--- config.mk ---
export PLATFORM = sky130hd
export DESIGN_NAME = keypad_scan
export DESIGN_NICKNAME = d
export VERILOG_FILES = /design/src/rtl/keypad_scan.sv
export SDC_FILE = /design/constraint.sdc
export NUM_CORES = 1
export LEC_CHECK = 0
export CAP_MARGIN = 20
export CELL_PAD_IN_SITES_DETAIL_PLACEMENT = 1
export CELL_PAD_IN_SITES_GLOBAL_PLACEMENT = 1
export CORE_MARGIN = 4
export CORE_UTILIZATION = 42
export DETAILED_ROUTE_END_ITERATION = 8
export MAX_ROUTING_LAYER = met4
export PLACE_DENSITY_LB_ADDON = 0.1
export SYNTH_ARGS = -nofsm -noshare
export SYNTH_HDL_FRONTEND = slang
export SYNTH_SLANG_ARGS = --single-unit
--- constraint.sdc ---
create_clock -name clk -period 1.99 [get_ports clk]
set_input_delay 0.4975 -clock clk [delete_from_list [all_inputs] [get_ports clk]]
set_output_delay 0.4975 -clock clk [all_outputs]
set_load 0.005 [all_outputs]
--- src/rtl/keypad_scan.sv ---
// keypad_scan: column-scanned 4x4 keypad front end with frame debounce and one-entry key event buffer.
// Latency: stable/key_held +1 edge, key_valid/key_code +2 edges after the frame-completing scan tick.
// Backpressure: one-entry valid/ack buffer; an event arriving while full without ack is dropped with key_overflow.
module keypad_scan #(
  parameter int CLK_FREQ        = 50000000,
  parameter int SCAN_HZ         = 1000,
  parameter int DEBOUNCE_FRAMES = 4
) (
  input  logic       clk,
  input  logic       rst,
  input  logic [3:0] keyboard_row,
  output logic [3:0] keyboard_col,
  output logic       key_valid,
  output logic [3:0] key_code,
  input  logic       key_ack,
  output logic       key_held,
  output logic       key_overflow
);

  localparam int            DIV      = CLK_FREQ / SCAN_HZ;
  localparam int            PW       = (DIV > 1) ? $clog2(DIV) : 1;
  localparam logic [PW-1:0] TICK_VAL = PW'(DIV - 1);
  localparam logic [3:0]    DEB      = 4'(DEBOUNCE_FRAMES);

  // scan timing
  logic [PW-1:0] r_presc;
  logic [1:0]    r_col;
  logic [3:0]    r_col_drv;
  logic          w_tick;
  logic          w_frame_end;

  // row sampling
  logic [3:0]    r_row_s1;
  logic [3:0]    r_row_s2;
  logic [15:0]   r_raw;        // bit col*4+row = pressed
  logic          r_frame_done;

  // debounce
  logic [15:0]   w_snap;       // bit row*4+col = pressed, i.e. indexed by key code
  logic [15:0]   r_last_snap;
  logic [3:0]    r_match_cnt;
  logic [3:0]    w_cnt_next;
  logic [15:0]   r_stable;
  logic          w_accept;
  logic [15:0]   w_new_press;
  logic          w_low_vld;
  logic [3:0]    w_low_code;

  // event pipeline and buffer
  logic          r_evt_vld;
  logic [3:0]    r_evt_code;
  logic          r_key_valid;
  logic [3:0]    r_key_code;
  logic          r_key_overflow;

  assign w_tick      = (r_presc == TICK_VAL);
  assign w_frame_end = w_tick && (r_col == 2'd3);

  // Prescaler, column index and registered one-cold column drive.
  always_ff @(posedge clk) begin
    if (rst) begin
      r_presc   <= '0;
      r_col     <= 2'd0;
      r_col_drv <= 4'b1110;
    end else if (w_tick) begin
      r_presc   <= '0;
      r_col     <= r_col + 2'd1;
      r_col_drv <= ~(4'b0001 << (r_col + 2'd1));
    end else begin
      r_presc   <= r_presc + PW'(1);
    end
  end

  // Two-flop row synchronizer, then capture the pressed rows of the driven column at the tick.
  always_ff @(posedge clk) begin
    if (rst) begin
      r_row_s1     <= 4'hF;
      r_row_s2     <= 4'hF;
      r_raw        <= 16'h0;
      r_frame_done <= 1'b0;
    end else begin
      r_row_s1     <= keyboard_row;
      r_row_s2     <= r_row_s1;
      r_frame_done <= w_frame_end;
      if (w_tick) begin
        case (r_col)
          2'd0:    r_raw[3:0]   <= ~r_row_s2;
          2'd1:    r_raw[7:4]   <= ~r_row_s2;
          2'd2:    r_raw[11:8]  <= ~r_row_s2;
          default: r_raw[15:12] <= ~r_row_s2;
        endcase
      end
    end
  end

  // Reorder the column-major raw frame into key-code order (row*4 + col).
  always_comb begin
    w_snap = 16'h0;
    for (int c = 0; c < 4; c++) begin
      for (int r = 0; r < 4; r++) begin
        w_snap[r*4 + c] = r_raw[c*4 + r];
      end
    end
  end

  // Run length of identical frames, saturating at the debounce depth.
  always_comb begin
    w_cnt_next = 4'd1;
    if (w_snap == r_last_snap) begin
      w_cnt_next = (r_match_cnt >= DEB) ? DEB : (r_match_cnt + 4'd1);
    end
  end

  assign w_accept    = r_frame_done && (w_cnt_next == DEB) && (w_snap != r_stable);
  assign w_new_press = w_snap & ~r_stable;

  // Lowest key code among the newly pressed keys; the others are discarded.
  always_comb begin
    w_low_vld  = 1'b0;
    w_low_code = 4'd0;
    for (int i = 15; i >= 0; i--) begin
      if (w_new_press[i]) begin
        w_low_vld  = 1'b1;
        w_low_code = 4'(i);
      end
    end
  end

  // Debounce state, updated once per completed frame.
  always_ff @(posedge clk) begin
    if (rst) begin
      r_last_snap <= 16'h0;
      r_match_cnt <= DEB;
      r_stable    <= 16'h0;
    end else if (r_frame_done) begin
      r_last_snap <= w_snap;
      r_match_cnt <= w_cnt_next;
      if (w_accept) begin
        r_stable <= w_snap;
      end
    end
  end

  // One-cycle event strobe on an accepted frame that adds at least one key.
  always_ff @(posedge clk) begin
    if (rst) begin
      r_evt_vld  <= 1'b0;
      r_evt_code <= 4'd0;
    end else begin
      r_evt_vld  <= w_accept && w_low_vld;
      r_evt_code <= w_low_code;
    end
  end

  // One-entry event buffer: an ack in the event cycle frees the slot for the new event.
  always_ff @(posedge clk) begin
    if (rst) begin
      r_key_valid    <= 1'b0;
      r_key_code     <= 4'd0;
      r_key_overflow <= 1'b0;
    end else begin
      r_key_overflow <= 1'b0;
      if (r_evt_vld) begin
        if (!r_key_valid || key_ack) begin
          r_key_valid <= 1'b1;
          r_key_code  <= r_evt_code;
        end else begin
          r_key_overflow <= 1'b1;
        end
      end else if (key_ack) begin
        r_key_valid <= 1'b0;
      end
    end
  end

  assign keyboard_col = r_col_drv;
  assign key_valid    = r_key_valid;
  assign key_code     = r_key_code;
  assign key_held     = |r_stable;
  assign key_overflow = r_key_overflow;

endmodule

* Word level (Yosys, flattened, before mapping) *
Cells that the tools add are included.

operators by class
  add/subtract/negate cells = 3
  reduce and logical (&&, ||, !) cells = 23
  order comparisons = 1
  muxes and demuxes = 37
  shift operators = 1
  bitwise gates (word level) = 6
  equal/unequal tests = 8

operator list
  operator                                                                              number
  4-bit 2-to-1 mux                                                                      10
  1-bit 2-to-1 mux                                                                      21
  16-bit by 1-bit adder with 16-bit output (second input constant)                      1
  16-bit bitwise AND                                                                    1
  16-bit == test                                                                        1
  16-bit == test (second input constant)                                                1
  16-bit != test                                                                        1
  16-bit NOT                                                                            1
  16-bit OR reduction                                                                   1
  2-bit AND reduction                                                                   7
  3-bit 2-to-1 mux                                                                      4
  9-bit OR reduction                                                                    1
  4-bit NOT                                                                             2
  2-bit OR reduction                                                                    3
  3-bit OR reduction                                                                    2
  5-bit OR reduction                                                                    1
  4-bit by 1-bit adder with 4-bit output (second input constant)                        1
  2-bit == test (second input constant)                                                 2
  4-bit by 3-bit == test with 1-bit output (second input constant)                      1
  4-bit by 3-bit greater-or-equal comparator with 1-bit output (second input constant)  1
  1-bit logical AND                                                                     4
  2-bit 2-to-1 mux                                                                      2
  1-bit by 2-bit left shift with 4-bit output (first input constant)                    1
  2-bit by 1-bit adder with 2-bit output (second input constant)                        1
  other kinds (7)                                                                       8

word-level totals
  word-level logic and storage cells = 100
  output and inout bits = 11
  register bits after elaboration = 94
  input port bits = 7

* Logic depth before layout (Yosys ltp) *
Gate-level depths: netlist of run 1.

  word-level depth = 19
  depth in mapped cells = 8
  depth with buffers taken out = 7

* Worst setup path after synthesis of run 1 *
Ideal clock, no wire load.

  path type = register to register
  start = register r_raw[12]
  end = register r_stable[10]
  setup slack = -0.009 ns
  setup time = 0.118 ns
  buffers on the path = 2
  arrival time = 1.881 ns
  data required time = 1.872 ns
  period minus slack after synthesis = 1.999 ns
  cell stages (with the launch flop) = 8
  cell sequence = dfxtp_1 > xor2_1 > nor4_2 > nand4_1 > or4_1 > buf_6 > buf_12 > mux2i_1

between the ends
  word-level cells in the longest chain between the ends = 6
  elaborated cells on any way between the ends = 7
  classes of those cells = eq/ne: 3; mux: 1; reduce/logical: 3

ends and longest elaborated chain
  item                                      line  RTL
  start, declared                           35    logic [15:0] r_raw;
  start signal, assigned                    90    default: r_raw[15:12] <= ~r_row_s2;
  16-bit == test                            109   if (w_snap == r_last_snap) begin
  4-bit 2-to-1 mux                          109
  4-bit by 3-bit == test with 1-bit output  114   assign w_accept = r_frame_done && (w_cnt_next == DEB) && (w_snap != r_stable);
  1-bit logical AND                         114
  1-bit logical AND *                       114
  2-bit AND reduction (no line) *           --
  end signal, assigned                      139   r_stable <= w_snap;
  end, declared                             43    logic [15:0] r_stable;

Every way passes the cells marked *; elsewhere a longest branch is shown, timed or not.
A chain may end at the register's enable or synchronous reset.

* Worst setup path in the final report of run 1 *
  start = register r_last_snap[10]
  end = register r_stable[4]

between the ends
  word-level cells in the longest chain between the ends = 6

ends and longest elaborated chain
  item                                      line  RTL
  start, declared                           40    logic [15:0] r_last_snap;
  start signal, assigned                    136   r_last_snap <= w_snap;
  16-bit == test                            109
  4-bit 2-to-1 mux                          109
  4-bit by 3-bit == test with 1-bit output  114
  1-bit logical AND (2 in a row)            114
  2-bit AND reduction (no line)             --

Every way passes these cells.

==> results of run 1 <==
-- worst max-delay path, stage by stage (launching register included) --
cell,delay [ps]
dfxtp_2,350
xor2_2,180
nor4_4,320
nand4_1,170
or4_4,610
buf_12,180
mux2i_2,140
-- worst paths after layout --
kind	cells past startpoint	start	slack [ps]	endpoint
setup / recovery	6	r_last_snap[10]$_SDFFE_PP0P_	-80	r_stable[4]$_SDFFE_PP0P_
hold / removal	1	r_row_s1[1]$_SDFF_PP1_	420	r_row_s2[1]$_SDFF_PP1_
setup reg to reg	6	r_last_snap[10]$_SDFFE_PP0P_	-80	r_stable[4]$_SDFFE_PP0P_
hold reg to reg	1	r_row_s1[1]$_SDFF_PP1_	420	r_row_s2[1]$_SDFF_PP1_
-- metal layers --
layer | global-route usage | vias up
li1 | - | 1604
met5 | - | -
met3 | 0.0615 | 12
met2 | 0.308 | 35
met4 | 0.0559 | 0
met1 | 0.219 | 1537
-- layout make-up --
| class | instances | area, um2 |
|---|---|---|
| repair buffers | 53 | 489 |
| fillers | 1157 | 4710 |
| clock buffers | 12 | 145 |
| clock inverters | 4 | 30.0 |
| multi-input cells | 307 | 2240 |
| inverters | 27 | 101 |
| flip-flops and latches | 94 | 1890 |
| well taps | 133 | 166 |
-- layout by cell type (no fill, tap or decap), types with 5 or more instances in the layout --
cell / instances
dfxtp_1: 87
nor2_1: 65
mux2i_1: 35
nand2b_1: 32
buf_4: 32
inv_1: 27
ha_1: 24
xor2_1: 22
a211oi_1: 16
clkdlybuf4s50_1: 15
nand2_1: 12
clkbuf_8: 10
or2_2: 9
a21oi_1: 9
nand4_1: 8
and3_1: 7
nand3_1: 7
dfxtp_2: 7
o21ai_0: 6
nor4_2: 5
xnor2_1: 5
-- sequential cells by signal, indices dropped and copies added, names as in the netlist --
signal        flops
r_evt_vld         1
r_match_cnt       4
r_raw            16
r_last_snap      16
r_presc          16
key_code          4
r_row_s1          4
r_col             2
key_overflow      1
r_row_s2          4
r_evt_code        4
key_valid         1
r_frame_done      1
r_stable         16
keyboard_col      4
-- per-stage QoR --
stage               TNS (ps)  utilization  total power, mW  hold slack (ps)  cells
floorplan                  0            -             1.99              389    448
global placement           0        0.484             2.03              392    609
detailed placement      -714        0.484             2.03              397    609
CTS                     -332        0.504             3.22              420    626
global route           -2620        0.518             3.29              442    630
finish                 -1050        0.518             3.16              416    630
-- kinds of logic after synthesis --
family / Yosys count / share of synthesized area
and+or+nand+nor: 173 / 0.220
DFF: 94 / 0.445
buffers and inverters: 47 / 0.0474
AOI/OAI and AO/OA: 45 / 0.0711
muxes: 36 / 0.0853
xor gates and xnor gates: 29 / 0.0601
adders and majority gates: 24 / 0.0711
-- power by group through the flow --
stage          Sequential (mW)  Clock [mW]  Combinational, mW
6_report                  1.90        1.18             0.0816
2_1_floorplan             1.94           0             0.0515
3_5_place_dp              1.95           0             0.0824
4_1_cts                   1.90        1.24             0.0827
3_3_place_gp              1.94           0             0.0804
5_1_grt                   1.90        1.30             0.0898
-- repair_timing --
| action | 4_1_cts | 5_1_grt |
|---|---|---|
| gates cloned | 0 | 1 |
| hold endpoints to repair | 0 | 0 |
| buffers inserted | 1 | 4 |
| pin swaps | 3 | 11 |
| resized for setup | 5 | 20 |
| setup endpoints to repair | 17 | 30 |
==> results.yml, run 1 <==
global_route:
  grt_pass1_vias: 3265
  grtUsageTotal: 0.188
  grt_pass1_wl_mm: 16.2
  grt_max_degree: 57
  antenna_found_initial: 0
  overflow: 0
sta:
  clock_skew_ps: 15.1
  finalWorstSetupSlack_ps: -83.2
  finalCriticalPeriod_ps: 2070
  fin_crit_sh: 1.04
  setup_viol: 16
  clock.fmax_mhz: 482
  relSlewSlack: 0.635
  drv_slew: 0
  grt_setup_unrepaired: "yes"
  hold_violations: 0
  tightest_slew_ps: 542
run:
  maxCapViolations: 0
synthesis:
  synthMostInstantiatedCell: "dfxtp_1"
  mappedNetlistArea_um2: 4230
  synth.avg_cell_area_um2: 9.43
  synth_edf_count: 0
  synthDistinctLibCells: 41
  synth-async-reset-ratio: 0
  ys.flop_type: "dfxtp_1"
  synthTopCellsByCount: "94 x dfxtp_1, 65 x nor2_1, 36 x mux2i_1"
  synth_top_cell_by_area: "dfxtp_1"
  synthTopCellsByArea: "dfxtp_1 45%, mux2i_1 8.5%, ha_1 7.1%, nor2_1 5.8%, xor2_1 5.0%"
  ys_warn_count: 0
  netlist_instances: 448
  synth-seq-cells: 94
  synth_nets: 479
  ys_seq_area_frac: 0.445
  synth_top_area_share: 0.445
drt:
  drt_iter0_drc: 104
  wl_met3_um: 371
  met1_length_mm: 4.62
  antenna_left: 0
  route.met2.wl_mm: 4.92
  dr.pass1.iters: 4
  route.detailed.drc: 0
  highest_layer: "met4"
  vias: 3188
  routed_wl_mm: 10.1
  avgViaCountPerCell: 5.06
  post_drt_wl_per_cell_um: 16.0
placement:
  dpl_cell_area_um2: 4730
  pre_cts_ws_ps: -62.5
  dp_hpwl_mm: 7.27
  place.gp.congestion: 0.836
  io_buffers: 17
setup_path:
  start_kind: "flip-flop"
  crit_arrival_ps: 2340
  cp.required_ps: 2250
  cp-end-kind: "flip-flop"
  path_class: "flip-flop to flip-flop"
  crit_fanout: 8
clock_network:
  clk_pin_slew_ps: 100
  cts_buffers: 9
  h-tree-depth: 3
  clock-root-buffer: "clkbuf_8"
  clockBufferDepth: 2
  cts.sinks: 94
  ctsHoldBuffers: 0
  tritoncts: "done"
  clock_latency_ps: 380
final_layout:
  layout-area-overhead-vs-synth_pct: 19.9
  stdcell_area_um2: 5070
  drive_gt1_frac: 0.171
  antenna-diode-count: 0
  num-nets-final: 523
floorplanning:
  start_util: 0.432
  coreArea_um2: 9770
  ios: 18
  die_y_um: 108
  rows: 36
  die_w_um: 108
  die_area_um2: 11700
power_and_ir_drop:
  power_frac_seq: 0.602
  p_sw_frac: 0.233
  power_density_nw_per_um2: 623
  p_switching_uw: 735
  ir_worst_vdd_mv: 0.570
  intPower_mw: 2.42
  p_leak_nw: 2.10
  comb_power_share: 0.026
  clkPwrFrac: 0.372
hold_path:
  min_path_type: "flip-flop to flip-flop"
status:
  failed_checks: "negative setup slack"
  status: "finished, violations left"
Note: power is estimated with default switching activity, not from simulation.
==> inputs of run 2 (changes only) <==
--- a/config.mk
+++ b/config.mk
@@ -12,7 +12,7 @@
 export CORE_UTILIZATION = 42
 export DETAILED_ROUTE_END_ITERATION = 8
 export MAX_ROUTING_LAYER = met4
-export PLACE_DENSITY_LB_ADDON = 0.1
+export PLACE_DENSITY_LB_ADDON = 0.12
 export SYNTH_ARGS = -nofsm -noshare
 export SYNTH_HDL_FRONTEND = slang
 export SYNTH_SLANG_ARGS = --single-unit
==> results.yml, run 2 (synthesized netlist as in run 1, its figures left out) <==
drt:
  antenna_left: 0
  vias: 3200
  dr.pass1.iters: 4
  route.detailed.drc: 0
  post_drt_wl_per_cell_um: 15.7
  drt_iter0_drc: 103
  routed_wl_mm: 9.84
  avgViaCountPerCell: 5.10
clock_network:
  clock_latency_ps: 360
  h-tree-depth: 3
  clockBufferDepth: 2
  clock-root-buffer: "clkbuf_8"
  tritoncts: "done"
  cts.sinks: 94
  cts_buffers: 9
  clk_pin_slew_ps: 90
final_layout:
  antenna-diode-count: 0
  drive_gt1_frac: 0.168
  fillers: 1119
  num-nets-final: 521
  stdcell_area_um2: 5080
  final_common_cell: "dfxtp_1"
  final_cell_mix: "88 x dfxtp_1, 65 x nor2_1, 36 x mux2i_1"
  layout-area-overhead-vs-synth_pct: 20.2
setup_path:
  cp-end-kind: "flip-flop"
  reg2reg_depth: 6
  r2r_setup_slack_ps: -50
  crit_fanout: 8
  r2r_end: "r_stable[0]$_SDFFE_PP0P_"
  start_kind: "flip-flop"
  cp-startpoint: "r_last_snap[0]$_SDFFE_PP0P_"
  path_class: "flip-flop to flip-flop"
  r2r_start: "r_last_snap[0]$_SDFFE_PP0P_"
  cp.required_ps: 2250
  crit_arrival_ps: 2300
sta:
  finalCriticalPeriod_ps: 2040
  grt_setup_unrepaired: "yes"
  clock.fmax_mhz: 489
  relSlewSlack: 0.595
  hold_violations: 0
  tightest_slew_ps: 602
  drv_slew: 0
  clock_skew_ps: 12.1
  setup_viol: 16
  fin_crit_sh: 1.03
  finalWorstSetupSlack_ps: -54.1
power_and_ir_drop:
  clkPwrFrac: 0.395
  comb_power_share: 0.025
  power_density_nw_per_um2: 646
  intPower_mw: 2.58
  p_switching_uw: 696
  ir_worst_vdd_mv: 0.298
  power_frac_seq: 0.580
  p_leak_nw: 2.10
  p_sw_frac: 0.212
  finalPower_mw: 3.28
hold_path:
  hold_path_depth: 1
  hold_end: "r_row_s2[2]$_SDFF_PP1_"
  min_path_type: "flip-flop to flip-flop"
  hp-start: "r_row_s1[2]$_SDFF_PP1_"
placement:
  place.gp.congestion: 0.806
  dpl_cell_area_um2: 4740
  io_buffers: 17
  dp_hpwl_mm: 7.10
global_route:
  grt_pass1_vias: 3258
  overflow: 0
  antenna_found_initial: 0
  grtUsageTotal: 0.183
  grt_pass1_wl_mm: 16.1
  grt_max_degree: 42
floorplanning:
  coreArea_um2: 9770
  rows: 36
  die_area_um2: 11700
  die_w_um: 108
  die_y_um: 108
  start_util: 0.432
  ios: 18
status:
  failed_checks: "negative setup slack"
  status: "finished, violations left"
run:
  maxCapViolations: 0
[run 2: power groups by stage]
| stage | sequential [mW] | clock (mW) | combinational (mW) |
|---|---|---|---|
| 2_1_floorplan | 1.94 | 0 | 0.0515 |
| 3_3_place_gp | 1.95 | 0 | 0.0829 |
| 3_5_place_dp | 1.95 | 0 | 0.0848 |
| 4_1_cts | 1.90 | 1.34 | 0.0851 |
| 5_1_grt | 1.90 | 1.43 | 0.0924 |
| 6_report | 1.90 | 1.29 | 0.0830 |
[run 2: layout make-up]
type | count | area [um2] | share of cell area
Multi-Input combinational cell | 307 | 2230 | 0.440
Clock inverter | 3 | 42.5 | 0.00838
Clock buffer | 13 | 159 | 0.0313
Tap cell | 133 | 166 | 0.0328
Inverter | 27 | 101 | 0.0200
Sequential cell | 94 | 1890 | 0.372
Timing Repair Buffer | 51 | 487 | 0.0959
[run 2: stage by stage]
| stage | hold WS [ps] | setup TNS (ps) | utilization | setup slack, ps | std cells |
|---|---|---|---|---|---|
| final | 417 | -607 | 0.519 | -54.1 | 628 |
| after global routing | 430 | -2290 | 0.519 | -147 | 628 |
| after detailed placement | 397 | -278 | 0.485 | -22.9 | 609 |
| after floorplan | 389 | 0 | - | 1.59 | 448 |
| after global placement | 395 | 0 | 0.485 | 18.4 | 609 |
| after CTS | 418 | -350 | 0.508 | -34.9 | 625 |
[run 2: what timing repair did]
item	in CTS	in global routing
gates cloned	0	1
hold buffers	0	0
pin swaps	3	9
setup buffers	0	3
resized for setup	7	17
endpoints found under the setup margin	18	34
[run 2: worst max-delay path by stage]
stage               cells past startpoint                         to
detailed placement                      6   r_stable[4]$_SDFFE_PP0P_
floorplan                               7  r_stable[10]$_SDFFE_PP0P_
global route                            6  r_stable[13]$_SDFFE_PP0P_
CTS                                     6   r_stable[4]$_SDFFE_PP0P_
global placement                        6       r_evt_vld$_SDFF_PP0_
finish                                  6   r_stable[0]$_SDFFE_PP0P_
[run 2: per-layer routing]
metal | up-vias | wire (um) | global-route usage
met1 | 1563 | 4670 | 0.230
met3 | 8 | 254 | 0.0340
li1 | 1600 | - | -
met2 | 29 | 4820 | 0.298
met5 | - | 0 | -
met4 | 0 | 100 | 0.0586
[run 2: critical path: stages, from the launching register on]
cell and delay (ps):
dfxtp_2 340, xor2_2 190, nor4_4 300, nand4_1 170, or4_4 620, clkbuf_16 200
mux2i_1 110
